`src/rtl/branch_target_predictor_if.sv`:
```
// ============================================================================
// Module   : branch_target_predictor_if
// Purpose  : Fetch lookup and execute-stage training bundle of the predictor.
// Revision : 1.0 - initial release
// ============================================================================
`default_nettype none

interface branch_target_predictor_if;
    logic [15:0] next_program_counter_if_to_bp;
    logic [15:0] target_bp;
    logic        target_en_bp;
    logic        update_en;
    logic [15:0] update_pc;
    logic        update_taken;
    logic [15:0] update_target;
    logic        update_pred_taken;

    modport master (
        output next_program_counter_if_to_bp,
        output update_en,
        output update_pc,
        output update_taken,
        output update_target,
        output update_pred_taken,
        input  target_bp,
        input  target_en_bp
    );

    modport slave (
        input  next_program_counter_if_to_bp,
        input  update_en,
        input  update_pc,
        input  update_taken,
        input  update_target,
        input  update_pred_taken,
        output target_bp,
        output target_en_bp
    );
endinterface

`default_nettype wire

```
`src/rtl/branch_target_predictor.sv`:
```
// ============================================================================
// Module   : branch_target_predictor
// Purpose  : Direct-mapped BTB with 2-bit direction counters; combinational
//            lookup, registered training. Optional macro BP_STATS_EN adds
//            saturating update/mispredict/hit counters.
// Revision : 1.0 - initial release
// ============================================================================
`default_nettype none

module branch_target_predictor #(
    parameter int         IDX_W    = 4,
    parameter logic [1:0] CTR_INIT = 2'b10
) (
    input  wire logic                     clk,
    input  wire logic                     rst_n,
    branch_target_predictor_if.slave      bp
`ifdef BP_STATS_EN
    ,
    output logic [15:0]                   stat_updates,
    output logic [15:0]                   stat_mispredicts,
    output logic [15:0]                   stat_hits
`endif
);

    localparam int ENTRIES = 1 << IDX_W;
    localparam int TAG_W   = 16 - IDX_W;

    logic             valid_tbl  [ENTRIES];
    logic [TAG_W-1:0] tag_tbl    [ENTRIES];
    logic [15:0]      target_tbl [ENTRIES];
    logic [1:0]       ctr_tbl    [ENTRIES];

    logic [IDX_W-1:0] lk_idx;
    logic [TAG_W-1:0] lk_tag;
    logic             lk_hit;
    logic [IDX_W-1:0] up_idx;
    logic [TAG_W-1:0] up_tag;
    logic             up_hit;
    logic             pred_en;

    function automatic logic [1:0] sat_inc(input logic [1:0] c);
        return (c == 2'b11) ? 2'b11 : c + 2'd1;
    endfunction

    function automatic logic [1:0] sat_dec(input logic [1:0] c);
        return (c == 2'b00) ? 2'b00 : c - 2'd1;
    endfunction

    assign lk_idx = bp.next_program_counter_if_to_bp[IDX_W-1:0];
    assign lk_tag = bp.next_program_counter_if_to_bp[15:IDX_W];
    assign up_idx = bp.update_pc[IDX_W-1:0];
    assign up_tag = bp.update_pc[15:IDX_W];

    always_comb begin
        lk_hit = valid_tbl[lk_idx] && (tag_tbl[lk_idx] == lk_tag);
        up_hit = valid_tbl[up_idx] && (tag_tbl[up_idx] == up_tag);
    end

    // Outputs are forced quiet while reset is held, whatever the table holds.
    assign pred_en         = rst_n && lk_hit && ctr_tbl[lk_idx][1];
    assign bp.target_en_bp = pred_en;
    assign bp.target_bp    = (rst_n && lk_hit) ? target_tbl[lk_idx] : 16'h0000;

    always_ff @(posedge clk) begin
        if (!rst_n) begin
            for (int i = 0; i < ENTRIES; i++) begin
                valid_tbl[i] <= 1'b0;
                ctr_tbl[i]   <= 2'b01;
            end
        end else if (bp.update_en) begin
            if (up_hit) begin
                ctr_tbl[up_idx] <= bp.update_taken ? sat_inc(ctr_tbl[up_idx])
                                                   : sat_dec(ctr_tbl[up_idx]);
            end else if (bp.update_taken) begin
                valid_tbl[up_idx] <= 1'b1;
                ctr_tbl[up_idx]   <= CTR_INIT;
            end
        end
    end

    // Tag and target carry no reset; valid alone qualifies them.
    always_ff @(posedge clk) begin
        if (rst_n && bp.update_en && bp.update_taken) begin
            target_tbl[up_idx] <= bp.update_target;
            if (!up_hit) begin
                tag_tbl[up_idx] <= up_tag;
            end
        end
    end

`ifdef BP_STATS_EN
    always_ff @(posedge clk) begin
        if (!rst_n) begin
            stat_updates     <= 16'h0000;
            stat_mispredicts <= 16'h0000;
            stat_hits        <= 16'h0000;
        end else begin
            if (bp.update_en && stat_updates != 16'hFFFF) begin
                stat_updates <= stat_updates + 16'd1;
            end
            if (bp.update_en && (bp.update_pred_taken != bp.update_taken)
                && stat_mispredicts != 16'hFFFF) begin
                stat_mispredicts <= stat_mispredicts + 16'd1;
            end
            if (pred_en && stat_hits != 16'hFFFF) begin
                stat_hits <= stat_hits + 16'd1;
            end
        end
    end
`else
    logic unused_pred_taken;
    assign unused_pred_taken = bp.update_pred_taken;
`endif

endmodule

`default_nettype wire

```
`src/flat_wrapper.sv`:
```
// flat-port wrapper written by rule: the top's interface ports become plain ports
module branch_target_predictor_flat 
#(
    parameter int         IDX_W    = 4,
    parameter logic [1:0] CTR_INIT = 2'b10
)
  (clk, rst_n, bp_next_program_counter_if_to_bp, bp_update_en, bp_update_pc, bp_update_taken, bp_update_target, bp_update_pred_taken, bp_target_bp, bp_target_en_bp);
  branch_target_predictor_if bp_i ();
  input  wire logic clk;
  input  wire logic rst_n;
  input wire logic [$bits(bp_i.next_program_counter_if_to_bp)-1:0] bp_next_program_counter_if_to_bp;
  input wire logic [$bits(bp_i.update_en)-1:0] bp_update_en;
  input wire logic [$bits(bp_i.update_pc)-1:0] bp_update_pc;
  input wire logic [$bits(bp_i.update_taken)-1:0] bp_update_taken;
  input wire logic [$bits(bp_i.update_target)-1:0] bp_update_target;
  input wire logic [$bits(bp_i.update_pred_taken)-1:0] bp_update_pred_taken;
  output wire logic [$bits(bp_i.target_bp)-1:0] bp_target_bp;
  output wire logic [$bits(bp_i.target_en_bp)-1:0] bp_target_en_bp;
  assign bp_i.next_program_counter_if_to_bp = bp_next_program_counter_if_to_bp;
  assign bp_i.update_en = bp_update_en;
  assign bp_i.update_pc = bp_update_pc;
  assign bp_i.update_taken = bp_update_taken;
  assign bp_i.update_target = bp_update_target;
  assign bp_i.update_pred_taken = bp_update_pred_taken;
  assign bp_target_bp = bp_i.target_bp;
  assign bp_target_en_bp = bp_i.target_en_bp;
  branch_target_predictor #(.IDX_W(IDX_W), .CTR_INIT(CTR_INIT)) u_core (.clk(clk), .rst_n(rst_n), .bp(bp_i));
endmodule
```
`config.mk`:
```
export PLATFORM = sky130hd
export DESIGN_NAME = branch_target_predictor_flat
export DESIGN_NICKNAME = d
export VERILOG_FILES = /design/src/rtl/branch_target_predictor_if.sv /design/src/rtl/branch_target_predictor.sv /design/src/flat_wrapper.sv
export SDC_FILE = /design/constraint.sdc
export NUM_CORES = 1
export LEC_CHECK = 0
export CELL_PAD_IN_SITES_DETAIL_PLACEMENT = 0
export CELL_PAD_IN_SITES_GLOBAL_PLACEMENT = 2
export CORE_MARGIN = 1
export CORE_UTILIZATION = 50
export CTS_BUF_LIST = sky130_fd_sc_hd__clkbuf_8
export DETAILED_ROUTE_END_ITERATION = 8
export GPL_TIMING_DRIVEN = 0
export PLACE_DENSITY_LB_ADDON = 0.08
export SLEW_MARGIN = 10
export SYNTH_ARGS = -nofsm -noshare
export SYNTH_HDL_FRONTEND = slang
export SYNTH_SLANG_ARGS = --single-unit
```
`constraint.sdc`:
```
create_clock -name clk -period 4.7 [get_ports clk]
set_input_delay 0.47 -clock clk [delete_from_list [all_inputs] [get_ports clk]]
set_output_delay 0.47 -clock clk [all_outputs]
set_load 0.02 [all_outputs]
```
==> results summary <==
The standard-cell row count came out at 76. The mean cell area of the mapped netlist is 19.5 um2. The slowest stage of the critical path is the sky130_fd_sc_hd__or4_1 cell. The detailed router put a total of 23300 um of wire on met1. The share of the cycle needed by the critical path after routing came out at around 95%. The maximum level of the CTS H-tree is 3. Global routing used 28.0% of the available tracks. The quantity of hold-fixing buffers added after cts is 0.

The via count of the first global-routing pass came to 12.4k. After synthesis, flip-flops and latches occupy 67.6% of the total area. The initial antenna violation count is 0. In this run the worst hold path is classified as flip-flop to flip-flop.

The fraction of final layout cells sized beyond drive strength 1 is 30.7%. For this run, the top clock speed supported by timing is 0.224 GHz. The worst setup path is launched from an input pin.

The net count after synthesis came out at 1172. Setup repair after global routing left no endpoint under its margin. The worst setup slack after layout is between 0.2 and 0.25 ns. By area, the combinational part of the netlist is dominated by multiplexers. The residual antenna-violating net count after detailed routing is 0. The most common library cell in the layout ignoring fill and taps is sky130_fd_sc_hd__edfxtp_1. The number of different library cells in the post-synthesis netlist is 59. The share of synthesized cell area in and, or, nand and nor gates is 4.70%.

The main flop type after synthesis is sky130_fd_sc_hd__edfxtp_1. The clock latency of the later-clocked register in the worst-skew pair is 0.67 ns. The area of the core region came out at 0.0431 mm2. In this run the top signal layer used is met4. The buffer levels on the longest clock path came out at 3. After detailed routing, the total wire length is 59300 um. The total number of clock tree sinks came out at 496.

The cell that appears most often on the critical path is sky130_fd_sc_hd__buf_6. The signal on the critical path passes through clkbuf_1 > buf_6 > buf_4 > mux4_2 > mux2i_1 > a21oi_1 > xnor2_2 > nand4_1 > or4_1 > buf_2 > buf_6 > nor2b_1 > dlygate4sd2_1. The power per standard cell area came out at 364 mW/mm2. The final layout net count is ~1.3k. After synthesis, the share of cell area in mux cells is 22.3%. TritonCTS created 83 clock buffers. The repair_antennas step left the layout with diodes totalling 0. The count of TritonRoute iterations in the first routing pass came out at 7. The compound-gate portion of the synthesized area is 2.77%. The largest single stage delay on the critical path is 0.55 ns. The clock period minus worst slack is 4.47 ns. The final core utilization is 58.7%. The final global-route overflow total came out at 0. The overall via count from detail_route is roughly 12k. The die extent in x is 211 um. At the end of routability-driven placement, the weighted congestion stood at about 0.8. The number of design-rule violations left by the first detailed-router iteration is around 1.0k. The HPWL after detailed placement is 40600 um. For the worst setup path, the data required time is 4.23 ns. The total count of hold-check failures in the final report is 0.

Of all nets on the critical path, the largest fanout is 10. The vias per cell came out at slightly above 6. Max-cap violations in this run came to 0. Total power for the finished layout comes to 9.21 mW. The final worst clock skew came out at 0.0347 ns. The register cell area after layout is between 0.01 and 0.015 mm2. The maximum number of pins on one net before global-route repair came out at 23. Once the floorplan was initialized, standard cells occupied roughly 51% of the core. TritonCTS built the clock tree. The average wire length per cell after detail routing is about 30 um. Summing the areas of all fa, ha and maj instances in the mapped netlist gives 0% of the synthesized area. The critical path's top delay family is buffers and inverters.

STA classifies the critical path endpoint as an output port. The die outline height came out at 211 um. The total met3 wirelength after detailed routing came out at roughly 3700 um. The max-slew violation count came out at 0.

Leaving out fill and tap cells, the most frequent cells in the layout are sky130_fd_sc_hd__edfxtp_1, sky130_fd_sc_hd__mux4_2, sky130_fd_sc_hd__clkbuf_8. The routed wire length on met2 is 30500 um. The actual slew at the worst max-slew pin came out at 1.16 ns. The area enclosed by the die boundary came out at between 0.04 and 0.05 mm2.

Relative to the synthesized area, the layout overhead comes to 15.9%. The data arrival at the endpoint of the critical path came out at 4.00 ns. The pre-CTS worst setup slack is -1.03 ns.

The first global-routing pass estimated 86100 um of wire. The critical path is of the input pin to output port type. The filler cells instantiated in the layout total 3275. The area of the mapped netlist came out at 0.0218 mm2.

The normalized max-slew margin is roughly 22%. The synthesized netlist cell count is about 1.1k. Setup violations remaining at the end of the flow were counted as 0. The area share of xor/xnor cells in the synthesized design is less than 1%.

The number of primary I/O pins came out at 70. The static power due to leakage came out at between 8 and 9 nW. The number of buffers added on ports came out at 60.

The flow ran to the end, and the final reports show no timing, DRC or antenna violations. Counting flops with a built-in enable in the synthesized netlist gives 480. The post-route setup TNS came out at 0 ns. The number of design rule violations left after detail routing is 0. The worst-case IR drop observed on VDD is 304 uV. The area used by multi-input combinational logic is around 0.0068 mm2. Clock-pin slew was measured on the worst setup and hold paths at 0.05 ns. Of all flip-flops after synthesis, the portion carrying an async set or reset was 0%. The root buffer cell chosen for the clock tree is sky130_fd_sc_hd__clkbuf_8. The number of buffers and inverters on the critical path is 6. In this run, synthesis produced a sequential element count of between 400 and 500.

The Yosys warning count is 0.
-- state kept, by name (all words and copies together), names as in the netlist --
register and flops:
u_core.ctr_tbl 32, u_core.tag_tbl 192, u_core.target_tbl 256, u_core.valid_tbl 16
-- final cells by class --
| class | instances | area share [%] |
|---|---|---|
| timing repair buffer | 89 | 4.10 |
| inverter | 4 | 0.0594 |
| multi-input combinational | 542 | 26.8 |
| buffer | 77 | 1.82 |
| clock inverter | 63 | 1.37 |
| clock buffer | 86 | 4.68 |
| sequential | 496 | 58.3 |
| tap | 585 | 2.90 |
-- cells in the mapped netlist, types with 3 or more instances --
| library cell | n | area (um2) |
|---|---|---|
| sky130_fd_sc_hd__buf_4 | 7 | 52.6 |
| sky130_fd_sc_hd__a22o_1 | 3 | 26.3 |
| sky130_fd_sc_hd__a221oi_1 | 3 | 26.3 |
| sky130_fd_sc_hd__mux4_2 | 192 | 4320 |
| sky130_fd_sc_hd__inv_1 | 3 | 11.3 |
| sky130_fd_sc_hd__o211ai_1 | 3 | 22.5 |
| sky130_fd_sc_hd__nand3_1 | 23 | 115 |
| sky130_fd_sc_hd__xor2_1 | 5 | 43.8 |
| sky130_fd_sc_hd__nor2b_1 | 30 | 188 |
| sky130_fd_sc_hd__clkbuf_1 | 25 | 93.8 |
| sky130_fd_sc_hd__mux2i_1 | 52 | 521 |
| sky130_fd_sc_hd__a22oi_1 | 15 | 113 |
| sky130_fd_sc_hd__and2_1 | 4 | 25.0 |
| sky130_fd_sc_hd__nand4b_1 | 3 | 26.3 |
| sky130_fd_sc_hd__nand4_1 | 9 | 56.3 |
| sky130_fd_sc_hd__nand2_1 | 39 | 146 |
| sky130_fd_sc_hd__buf_1 | 12 | 45.0 |
| sky130_fd_sc_hd__and3_1 | 14 | 87.6 |
| sky130_fd_sc_hd__xnor2_1 | 15 | 131 |
| sky130_fd_sc_hd__dfxtp_1 | 16 | 320 |
| sky130_fd_sc_hd__nor2_1 | 41 | 154 |
| sky130_fd_sc_hd__buf_6 | 5 | 56.3 |
| sky130_fd_sc_hd__nor3_1 | 6 | 30.0 |
| sky130_fd_sc_hd__nand2b_1 | 6 | 37.5 |
| sky130_fd_sc_hd__buf_2 | 27 | 135 |
| sky130_fd_sc_hd__o21ai_0 | 29 | 145 |
| sky130_fd_sc_hd__and4_1 | 5 | 43.8 |
| sky130_fd_sc_hd__edfxtp_1 | 480 | 14400 |
| sky130_fd_sc_hd__a21o_1 | 4 | 30.0 |
| sky130_fd_sc_hd__o31ai_1 | 4 | 30.0 |
| sky130_fd_sc_hd__a21oi_1 | 5 | 25.0 |
| sky130_fd_sc_hd__a211o_1 | 3 | 26.3 |
-- layer usage --
layer  up-vias  track usage, %
met3       106            4.64
met2       475            47.8
li1       5062               -
met1      6230            36.1
met4         0            10.8
met5         -               0
-- tightest hold or removal path, stage by stage (launching register included) --
cell                      delay (ns)
sky130_fd_sc_hd__dfxtp_1        0.34
sky130_fd_sc_hd__nand2_1        0.05
sky130_fd_sc_hd__o21ai_0        0.05
-- final timing paths --
path	startpoint	endpoint	slack (ns)	depth (start not counted)
min reg2reg	u_core.valid_tbl[12]$_DFF_P_	u_core.valid_tbl[12]$_DFF_P_	0.47	2
min	u_core.valid_tbl[12]$_DFF_P_	u_core.valid_tbl[12]$_DFF_P_	0.47	2
max reg2reg	u_core.tag_tbl[5][7]$_DFFE_PP_	u_core.tag_tbl[10][9]$_DFFE_PP_	0.78	8
max	bp_next_program_counter_if_to_bp[0]	bp_target_bp[8]	0.23	13
-- kinds of logic (layout without fill, tap and decap cells) --
family | after synthesis | in the layout
flops | 496 | 496
mux | 245 | 245
simple gates | 192 | 192
compound gates | 85 | 85
buf+inv | 81 | 319
xor+xnor | 20 | 20
-- power by group --
group          total (mW)  internal, mW  switching (mW)
logic               0.702         0.305           0.397
clock network        3.60          1.86            1.74
registers            4.90          4.89          0.0149
total                9.21          7.05            2.15
-- metrics by stage --
stage / hold slack [ns] / instance area, um2 / std cells
3_5_place_dp: 0.464 / 23700 / 1793
4_1_cts: 0.476 / 25300 / 1942
2_1_floorplan: 0.436 / 21800 / 1119
3_3_place_gp: 0.449 / 23100 / 1764
6_report: 0.470 / 25300 / 1942
5_1_grt: 0.501 / 25300 / 1942
-- what timing repair did --
| item | 4_1_cts | 5_1_grt |
|---|---|---|
| gates cloned | 0 | 0 |
| pin swaps | 0 | 1 |
| gates resized for setup | 40 | 7 |
| setup buffers | 0 | 0 |
| setup endpoints to repair | 17 | 6 |
No activity file was read; power rests on OpenSTA's default activity.
